==> src/rtl/pending_enc_pkg.sv <==
// ============================================================================
// Module   : pending_enc_pkg
// Purpose  : Shared constants and helpers for the pending 8-to-3 encoder.
//            N      - number of request lines (only 8 is supported)
//            IDX_W  - index width, $clog2(N)
//            onehot8   - index -> 8-bit one-hot mask
//            prio_sel8 - (mask, start, direction) -> {found, index}
// Revision : 1.0 - initial release
// ============================================================================
`default_nettype none

package pending_enc_pkg;

  localparam int N     = 8;
  localparam int IDX_W = $clog2(N);

  typedef struct packed {
    logic             found;
    logic [IDX_W-1:0] index;
  } sel_t;

  function automatic logic [N-1:0] onehot8(input logic [IDX_W-1:0] idx);
    logic [N-1:0] m;
    m      = '0;
    m[idx] = 1'b1;
    return m;
  endfunction

  // Searches the mask starting at 'start' (inclusive), stepping upward when
  // 'up' is set and downward otherwise, wrapping modulo N. The scan runs from
  // the farthest position to the nearest so the nearest hit is the one kept.
  function automatic sel_t prio_sel8(input logic [N-1:0]     mask,
                                     input logic [IDX_W-1:0] start,
                                     input logic             up);
    sel_t             r;
    logic [IDX_W-1:0] idx;
    r = '0;
    for (int k = N - 1; k >= 0; k--) begin
      idx = up ? (start + IDX_W'(k)) : (start - IDX_W'(k));
      if (mask[idx]) begin
        r.found = 1'b1;
        r.index = idx;
      end
    end
    return r;
  endfunction

endpackage

`default_nettype wire

==> src/rtl/prio_sel8.sv <==
// ============================================================================
// Module   : prio_sel8
// Purpose  : Combinational 8-input selector with start pointer and found flag.
//            ROUND_ROBIN_EN defined   : search upward from start, wrapping.
//            ROUND_ROBIN_EN undefined : search downward from start.
// Ports    : mask  [N-1:0]     in  - candidate lines
//            start [IDX_W-1:0] in  - first position examined
//            index [IDX_W-1:0] out - selected position (0 when none)
//            found             out - at least one candidate present
// Revision : 1.0 - initial release
// ============================================================================
`default_nettype none

module prio_sel8
  import pending_enc_pkg::*;
(
  input  logic [N-1:0]     mask,
  input  logic [IDX_W-1:0] start,
  output logic [IDX_W-1:0] index,
  output logic             found
);

`ifdef ROUND_ROBIN_EN
  localparam logic SEARCH_UP = 1'b1;
`else
  localparam logic SEARCH_UP = 1'b0;
`endif

  sel_t sel;

  assign sel   = pending_enc_pkg::prio_sel8(mask, start, SEARCH_UP);
  assign index = sel.index;
  assign found = sel.found;

endmodule

`default_nettype wire

==> src/rtl/pending_encoder8to3.sv <==
// ============================================================================
// Module   : pending_encoder8to3
// Purpose  : Sequential 8-to-3 encoder. Request lines are latched into a sticky
//            pending register; one index is issued per valid/ready handshake
//            and the served bit is cleared on that handshake.
//            Optional macro ROUND_ROBIN_EN selects round-robin arbitration
//            (default: highest index wins).
// Ports    : clk          in  - rising-edge clock
//            rst          in  - synchronous active-high reset
//            en           in  - capture enable for new requests
//            req   [7:0]  in  - request lines
//            ready        in  - consumer accepts y this cycle
//            y     [2:0]  out - issued index (0 when valid=0)
//            valid        out - y holds a live request
//            any          out - requests still pending after this cycle
// Revision : 1.0 - initial release
// ============================================================================
`default_nettype none

module pending_encoder8to3
  import pending_enc_pkg::*;
(
  input  logic             clk,
  input  logic             rst,
  input  logic             en,
  input  logic [N-1:0]     req,
  input  logic             ready,
  output logic [IDX_W-1:0] y,
  output logic             valid,
  output logic             any
);

  logic [N-1:0]     pending;
  logic [N-1:0]     clr;
  logic [N-1:0]     remain;
  logic [N-1:0]     set_mask;
  logic [N-1:0]     pending_next;
  logic             fire;
  logic             load;
  logic [IDX_W-1:0] start;
  logic [IDX_W-1:0] sel_index;
  logic             sel_found;

  assign fire         = valid & ready;
  assign clr          = fire ? onehot8(y) : '0;
  assign remain       = pending & ~clr;
  assign set_mask     = req & {N{en}};
  // Set wins over clear, so a bit re-requested on its fire cycle stays pending.
  assign pending_next = remain | set_mask;
  assign load         = ~valid | fire;

`ifdef ROUND_ROBIN_EN
  logic [IDX_W-1:0] ptr;

  assign start = ptr + IDX_W'(1);

  always_ff @(posedge clk) begin
    if (rst) begin
      ptr <= IDX_W'(N - 1);
    end else if (fire) begin
      ptr <= y;
    end
  end
`else
  assign start = IDX_W'(N - 1);
`endif

  // Select sees 'remain' only: this cycle's new requests become visible next
  // cycle, and the bit being consumed is already masked out.
  prio_sel8 u_sel (
    .mask  (remain),
    .start (start),
    .index (sel_index),
    .found (sel_found)
  );

  always_ff @(posedge clk) begin
    if (rst) begin
      pending <= '0;
      y       <= '0;
      valid   <= 1'b0;
      any     <= 1'b0;
    end else begin
      pending <= pending_next;
      any     <= |pending_next;
      // Output holds while stalled; an issued index is never preempted.
      if (load) begin
        if (sel_found) begin
          valid <= 1'b1;
          y     <= sel_index;
        end else begin
          valid <= 1'b0;
          y     <= '0;
        end
      end
    end
  end

endmodule

`default_nettype wire

==> config.mk <==
export PLATFORM = sky130hd
export DESIGN_NAME = pending_encoder8to3
export DESIGN_NICKNAME = d
export VERILOG_FILES = /design/src/rtl/pending_enc_pkg.sv /design/src/rtl/prio_sel8.sv /design/src/rtl/pending_encoder8to3.sv
export SDC_FILE = /design/constraint.sdc
export NUM_CORES = 1
export LEC_CHECK = 0
export CAP_MARGIN = 30
export CORE_MARGIN = 4
export CORE_UTILIZATION = 50
export CTS_CLUSTER_DIAMETER = 40
export CTS_CLUSTER_SIZE = 28
export DETAILED_ROUTE_END_ITERATION = 8
export PLACE_DENSITY = 0.79
export SLEW_MARGIN = 20
export SYNTH_ARGS = -nofsm -noshare
export SYNTH_HDL_FRONTEND = slang
export SYNTH_HIERARCHICAL = 1
export SYNTH_SLANG_ARGS = --single-unit
==> constraint.sdc <==
create_clock -name clk -period 5.1 [get_ports clk]
set_clock_uncertainty 0.1 [all_clocks]
set_input_delay 0.51 -clock clk [delete_from_list [all_inputs] [get_ports clk]]
set_output_delay 0.51 -clock clk [all_outputs]
set_load 0.01 [all_outputs]
# ---- Yosys cells after proc, flatten, opt, wreduce, memory -nomap -nowiden
# Cells that the tools add are included.
dict set report totals {
  output_inout_bits 5
  wordCells 28
  regBits 13
  input_bits 12
}
dict set report classes {
  muxes 13
  n_reduce_logical 2
  bitwise 7
  order_cmp 2
}
# operator count
set ops {}
lappend ops {{$mux 4} 8}
lappend ops {{$and 8x8->8} 2}
lappend ops {{$mux 8} 1}
lappend ops {{$not 8->8} 1}
lappend ops {{$or 8x8->8} 1}
lappend ops {{$reduce_or 8->1} 1}
lappend ops {{$lt 3x4->1 const B} 1}
lappend ops {{$demux 1 s3} 1}
lappend ops {{$ge 3x1->1 const B} 1}
lappend ops {{$mux 3} 1}
lappend ops {{$mux 1} 2}
lappend ops {{$and 1x1->1} 1}
lappend ops {{$logic_and 1x1->1} 1}
lappend ops {{$not 1->1} 1}
lappend ops {{$or 1x1->1} 1}

# ---- Depth between registers and ports, before layout
# Gate-level depths: netlist of run 1.
dict set report depth {
  depth_word 16
  depth_mapped 11
  mapped_depth_nobuf 10
}

# ---- Modules after synthesis
# Netlist of run 1, hierarchy kept.
# module n_inst area_per_inst_um2 seq_area_each_um2 cells_per_inst
set modules_own_cells {}
lappend modules_own_cells {prio_sel8 1 755.7 0.0 84}
lappend modules_own_cells {pending_encoder8to3 1 578.1 260.2 74}

# ---- Worst setup path before layout of run 1
# Ideal clock, no wire load.
dict set report synth_timing {
  path_kind {in2reg}
  from {in ready}
  to {reg valid}
  path_buffers 0
  setup_slack_ns 2.451
  arrival_ns 2.421
  stages 9
  required_time_ns 4.872
  setup_ns 0.128
  cell_sequence {or3b_1 o21ai_2 inv_1 mux4_2 nor4_1 nand2_1 or3_1 nor2_1 nor2_1}
}
dict set report synth_via {
  elab_cells_between_ends 14
  cone_classes {mux (10); bitwise (4)}
}
# element line
set synth_lines {}
lappend synth_lines {{from (decl)} pending_encoder8to3.sv:27} ;# input logic ready,
lappend synth_lines {{$and 1x1->1} pending_encoder8to3.sv:44} ;# assign fire = valid & ready;
lappend synth_lines {{$mux 8} pending_encoder8to3.sv:45} ;# assign clr = fire ? onehot8(y) : '0;
lappend synth_lines {{$not 8->8} pending_encoder8to3.sv:46} ;# assign remain = pending & ~clr;
lappend synth_lines {{$and 8x8->8} pending_encoder8to3.sv:46}
lappend synth_lines {{net remain[2]} pending_encoder8to3.sv:35} ;# logic [N-1:0] remain;
lappend synth_lines {{$mux 4 (6 in a row)} pending_enc_pkg.sv:40} ;# if (mask[idx]) begin
lappend synth_lines {{net sel_found} pending_encoder8to3.sv:42} ;# logic sel_found;
lappend synth_lines {{$mux 1} pending_encoder8to3.sv:88} ;# if (sel_found) begin
lappend synth_lines {{to (signal assigned)} pending_encoder8to3.sv:81} ;# valid <= 1'b0;
lappend synth_lines {{to (signal assigned)} pending_encoder8to3.sv:89} ;# valid <= 1'b1;
lappend synth_lines {{to (signal assigned)} pending_encoder8to3.sv:92} ;# valid <= 1'b0;
lappend synth_lines {{to (decl)} pending_encoder8to3.sv:29} ;# output logic valid,
# The timed path passes the listed nets, and every way through them passes these cells.
# A chain may end at the register's enable or synchronous reset.

# ---- Final worst setup path of run 1
dict set report layout_timing {
  from {in ready}
  to {reg y[1]}
}
dict set report layout_via {
  elab_cells_between_ends 14
  cone_classes {mux (10); bitwise (4)}
}
# element line
set layout_lines {}
lappend layout_lines {{$and 1x1->1} pending_encoder8to3.sv:44}
lappend layout_lines {{$mux 8} pending_encoder8to3.sv:45}
lappend layout_lines {{$not 8->8} pending_encoder8to3.sv:46}
lappend layout_lines {{$and 8x8->8} pending_encoder8to3.sv:46}
lappend layout_lines {{net remain[4]} pending_encoder8to3.sv:35}
lappend layout_lines {{$mux 4 (4 in a row)} pending_enc_pkg.sv:40}
lappend layout_lines {{net sel_index[1]} pending_encoder8to3.sv:41} ;# logic [IDX_W-1:0] sel_index;
lappend layout_lines {{$mux 3} pending_encoder8to3.sv:88}
lappend layout_lines {{to (signal assigned)} pending_encoder8to3.sv:90} ;# y <= sel_index;
lappend layout_lines {{to (decl)} pending_encoder8to3.sv:28} ;# output logic [IDX_W-1:0] y,
# The timed path passes the listed nets, and every way through them passes these cells.

==> results of run 1 <==
-- cell usage in the layout (no fill, tap or decap), types with 3 or more instances in the layout --
master and instances:
dfxtp_1 13, nor3_1 3, mux2i_1 10, inv_1 10, nand2_1 19, mux4_2 8
mux4_1 3, nor4_1 3, a21oi_1 20, conb_1 10, o21ai_0 4, nor2_1 9
nand2b_1 5, clkbuf_4 3, nand3_1 6, clkdlybuf4s50_1 16
-- metal layers --
metal	part of all wire, %	global-route usage (%)	up-vias
met2	48	33.2	61
met1	44	27.3	634
met4	1.9	6.01	0
met5	0	0	-
li1	-	-	630
met3	6.7	4.32	10
-- flip-flops by register name (all words and copies together) (netlist names) --
register and count:
pending 8, y 3, any 1, valid 1
-- worst paths after layout --
kind / end / slack (ns) / cells after the start
worst max-delay path: y[1] / 1.85 / 10
worst min-delay path: pending[2] / 0.38 / 2
worst max register to register: y[1] / 2.18 / 9
worst min register to register: pending[2] / 0.38 / 2
-- layout make-up --
cell class / instances / area share [%]
Sequential cell: 13 / 16.7
Tap cell: 30 / 2.41
Timing Repair Buffer: 16 / 10.3
Clock buffer: 4 / 1.69
Inverter: 10 / 2.41
Multi-Input combinational cell: 137 / 66.5
-- power groups by stage --
| stage | combinational (mW) | sequential (mW) | clock (mW) |
|---|---|---|---|
| finish | 0.178 | 0.124 | 0.0641 |
| global route | 0.192 | 0.126 | 0.0705 |
| CTS | 0.169 | 0.124 | 0.0662 |
| detailed placement | 0.168 | 0.126 | 0 |
| global placement | 0.164 | 0.125 | 0 |
| floorplan | 0.123 | 0.126 | 0 |
-- cells by family (layout without fill, tap and decap cells) --
logic type	count (synthesis)	count (layout)	synth area share, %
xor+xnor	4	4	2.63
buf+inv	17	30	5.35
mux	23	23	28.9
compound gates	43	43	20.6
fa+ha+maj	2	2	1.88
flops	13	13	19.5
simple gates	55	55	20.8
other cells	1	10	0.281
-- per-stage QoR --
stage | instances | hold slack, ns | cell area (um^2) | setup WS [ns]
2_1_floorplan | 167 | 0.348 | 1370 | 2.45
3_3_place_gp | 206 | 0.376 | 1530 | 1.67
3_5_place_dp | 206 | 0.371 | 1530 | 1.63
4_1_cts | 210 | 0.383 | 1560 | 1.90
5_1_grt | 210 | 0.410 | 1560 | 1.65
6_report | 210 | 0.380 | 1560 | 1.85
-- worst min-delay path, stage by stage (launching register included) --
cell	delay [ns]
dfxtp_1	0.31
o21ai_2	0.07
a21oi_1	0.06
==> metrics, run 1 <==
clk_lat worst skew 0.28 ns; DRC violation count after routing 0; register area 260 um^2; fraction of layout cells with a size suffix above 1 7.22%; Final #Nets 195; Post-synth top flop dfxtp_1; Hold Crit Start pending[2]; Critical Path Start Type input port; worst path bufs/invs 1; Post-Route WL 3450 um; RD Place Congestion 0.908; initial antenna violation count 0; vias in the first global route 1247; H-tree levels 1; filler cell count 213; maxcap violations 0; Core ar. 2500 um^2; ANT nets after route 0; clk root buf clkbuf_4; Area Overhead vs Synth 16.8%; worst min path class reg2reg; ys async rst share 0%; drt wl/cell 16.4 um; minimum clock period 3.25 ns; hpwl dp 2650 um; Crit path largest cell delay 0.68 ns; clock network power share 17.5%; library cells used by synthesis 47; Seq/Total Area, Yosys 19.5%; switching part of the total power 37.9%; Arr. time, crit path 3.36 ns; CP endpoint kind flop; CTS Buf Count 3; crit-path cells clkdlybuf4s50_1 -> and4b_1 -> a21boi_1 -> mux4_1 -> mux2i_1 -> o21ai_0 -> a41o_1 -> a22oi_1 -> nand3_1 -> a21oi_1; Fin Setup TNS 0 ns; sequential fraction of design power 33.9%; # setup viols final 0; Synth Instances 158; Warnings, synthesis 6; hold_buf cts 0; worst-path fanout max 7; share of the synthesized area in the top cell type 19.5%; Post-Syn Area 1330 um^2; count of port buffers added during placement 16; P_leak 0.650 nW; utilization after layout 62.3%; flops & latches, synth 13; fmax 307 MHz; most frequent cell after synthesis a21oi_1; Worst EP required 5.21 ns; initial core utilization 53.4%; slowest stage cell, crit path mux4_1; Power Density 235 nW/um^2; total power 0.366 mW; vias per cell 6.36; Die Ht 59.7 um; GRT Total Usage 20.5%; area leader, netlist dfxtp_1; Gate power share 48.6%; cts repair resizes 0; Slew Limit Fails 0; status complete, no violations; Iter 0 DRT Violations 94; DIE AREA 3560 um^2; global-route wire length before repair 5620 um; Sw Pwr 0.139 mW; Post-CTS Setup Inserts 0; Crit Reg-Reg Startpoint valid; number of clock sinks 13; dominant cells by area after synthesis dfxtp_1 (20%), mux4_2 (14%), a21oi_1 (7.5%); launch point of the worst path ready; io pins 17; DR vias 1335; post-synthesis average cell area 8.44 um^2; Crit Path Class in2reg; grt ovf 0; P_int 0.227 mW; CTS tree yes; peak supply drop 0.224 mV; DR pass1 iterations 4; CTS clk-pin slew, worst paths 0.08 ns; area of the multi-input gates 1040 um^2; Largest delay share family, worst path multiplexers; final period utilization 63.8%; Final Hold Viols 0; pin count of the biggest net entering global routing 16; Die X 59.7 um; Rows 18; n_diodes 0; clock tree buffer depth 2; EDFF count, synth 0; commonest cells in the netlist a21oi_1 (20), nand2_1 (19), dfxtp_1 (13); RSZ-0062 raised after global routing no
Note: power is estimated with default switching activity, not from simulation.
==> run 2: changes to the inputs <==
==> constraint.sdc (replaced) <==
create_clock -name clk -period 3 [get_ports clk]
set_clock_uncertainty 0.1 [all_clocks]
set_input_delay 0.3 -clock clk [delete_from_list [all_inputs] [get_ports clk]]
set_output_delay 0.3 -clock clk [all_outputs]
set_load 0.01 [all_outputs]
==> metrics, run 2 (synthesized netlist as in run 1, its figures left out) <==
WP depth 10; vias in the first global route 1432; Rows 18; max FFs per register 8; CTS clk-pin slew, worst paths 0.08 ns; switching part of the total power 37.6%; fmax 354 MHz; minimum clock period 2.82 ns; filler cell count 209; sequential fraction of design power 32.1%; maxcap violations 0; total power 0.661 mW; clk_lat worst skew 0.28 ns; Sw Pwr 0.249 mW; count of port buffers added during placement 16; CTS tree yes; peak supply drop 0.408 mV; clock tree buffer depth 2; fraction of layout cells with a size suffix above 1 15.7%; hpwl dp 2930 um; P_int 0.412 mW; global-route wire length before repair 6510 um; DRC violation count after routing 0; Die X 59.7 um; CTS Buf Count 3; # setup viols final 0; H-tree levels 1; worst path bufs/invs 2; Biggest register pending; io pins 17; hold_buf cts 0; Arr. time, crit path 2.88 ns; grt ovf 0; Gate power share 50.9%; RD Place Congestion 0.874; DP Worst Slack -0.0768 ns; drt wl/cell 16.6 um; commonest non-fill, non-tap cell in the layout a21oi_1; pin count of the biggest net entering global routing 16; Worst EP required 3.05 ns; utilization after layout 67.6%; clock network power share 17.0%; Final Hold Viols 0; initial antenna violation count 0; number of clock sinks 13; Post-Route WL 3770 um; n_diodes 0; P_leak 0.734 nW; initial core utilization 53.4%; GRT Total Usage 23.5%; Crit Path Class in2reg; status complete, no violations; DR pass1 iterations 5; Fin Setup TNS 0 ns; Crit path largest cell delay 0.55 ns; Power Density 392 nW/um^2; Largest delay share family, worst path simple AND/OR/NAND/NOR gates; Area Overhead vs Synth 26.6%; crit-path cells clkdlybuf4s50_1 -> or3b_1 -> o21ai_2 -> inv_1 -> mux4_2 -> nor4_1 -> nand2_1 -> or3_1 -> nand3_1 -> a21oi_1; Final Non-Filler Cells 227; largest registers pending x8, y x3; Iter 0 DRT Violations 123; cts repair resizes 0; Final #Nets 212; RSZ-0062 raised after global routing no; most frequent cells in the layout a21oi_1 (20), nand2_1 (19), buf_4 (17); Post-CTS Setup Inserts 0; worst-path fanout max 6; worst min path class reg2reg; Worst Reg-to-Reg Cells 8; Core ar. 2500 um^2; Die Ht 59.7 um; final worst slack 0.179 ns; DIE AREA 3560 um^2; final period utilization 94.0%; clk root buf clkbuf_4; Inst Count DP 223; DR vias 1419; Critical Path Start Type input port; ANT nets after route 0; vias per cell 6.25; CP endpoint kind flop; Slew Limit Fails 0; slowest stage cell, crit path clkdlybuf4s50_1; hold path cells 2
==> run 2: cell types whose count changed in the layout (fill, tap and decap cells not counted) <==
cell and change:
o21ai_2 +1, buf_4 +17, o21ai_0 -1
==> run 2: power by group through the flow <==
stage / combinational (mW) / clock (mW) / sequential [mW]
CTS: 0.322 / 0.114 / 0.211
floorplan: 0.210 / 0 / 0.214
global route: 0.367 / 0.124 / 0.215
detailed placement: 0.320 / 0 / 0.214
finish: 0.337 / 0.112 / 0.212
global placement: 0.309 / 0 / 0.213
==> run 2: worst register-to-register path, cell delays in order, from the launching register on <==
cell and delay (ns):
dfxtp_1 0.57, nand3b_1 0.20, o21ai_1 0.26, inv_1 0.09, mux4_1 0.54, mux2_4 0.32
or3_1 0.41, nand3_1 0.10, a21oi_1 0.07
==> run 2: path summary, 6_finish.rpt <==
kind                            slack, ns  endpoint   from
worst max-delay path                 0.18      y[0]  ready
worst min-delay path                 0.43      y[1]   y[1]
worst min register to register       0.43      y[1]   y[1]
worst max register to register       0.22      y[0]   y[0]
==> run 2: per-stage QoR <==
stage	instance area, um^2	hold WS [ns]
floorplan	1370	0.269
global placement	1660	0.398
detailed placement	1660	0.417
CTS	1690	0.429
global route	1690	0.473
finish	1690	0.431
==> run 2: routing by layer <==
layer / part of all wire (%) / up-vias / global-route usage (%)
li1: - / 663 / -
met1: 39 / 679 / 29.8
met2: 52 / 67 / 39.8
met3: 6.5 / 10 / 5.18
met4: 2.3 / 0 / 6.65
met5: 0 / - / 0
==> run 2: area by class of cell <==
| class | count | area, um^2 | area share (%) |
|---|---|---|---|
| repair buffers | 33 | 288 | 17.0 |
| multi-input cells | 137 | 1040 | 61.6 |
| clock buffers | 4 | 26.3 | 1.56 |
| well taps | 30 | 37.5 | 2.22 |
| inverters | 10 | 37.5 | 2.22 |
| flip-flops and latches | 13 | 260 | 15.4 |
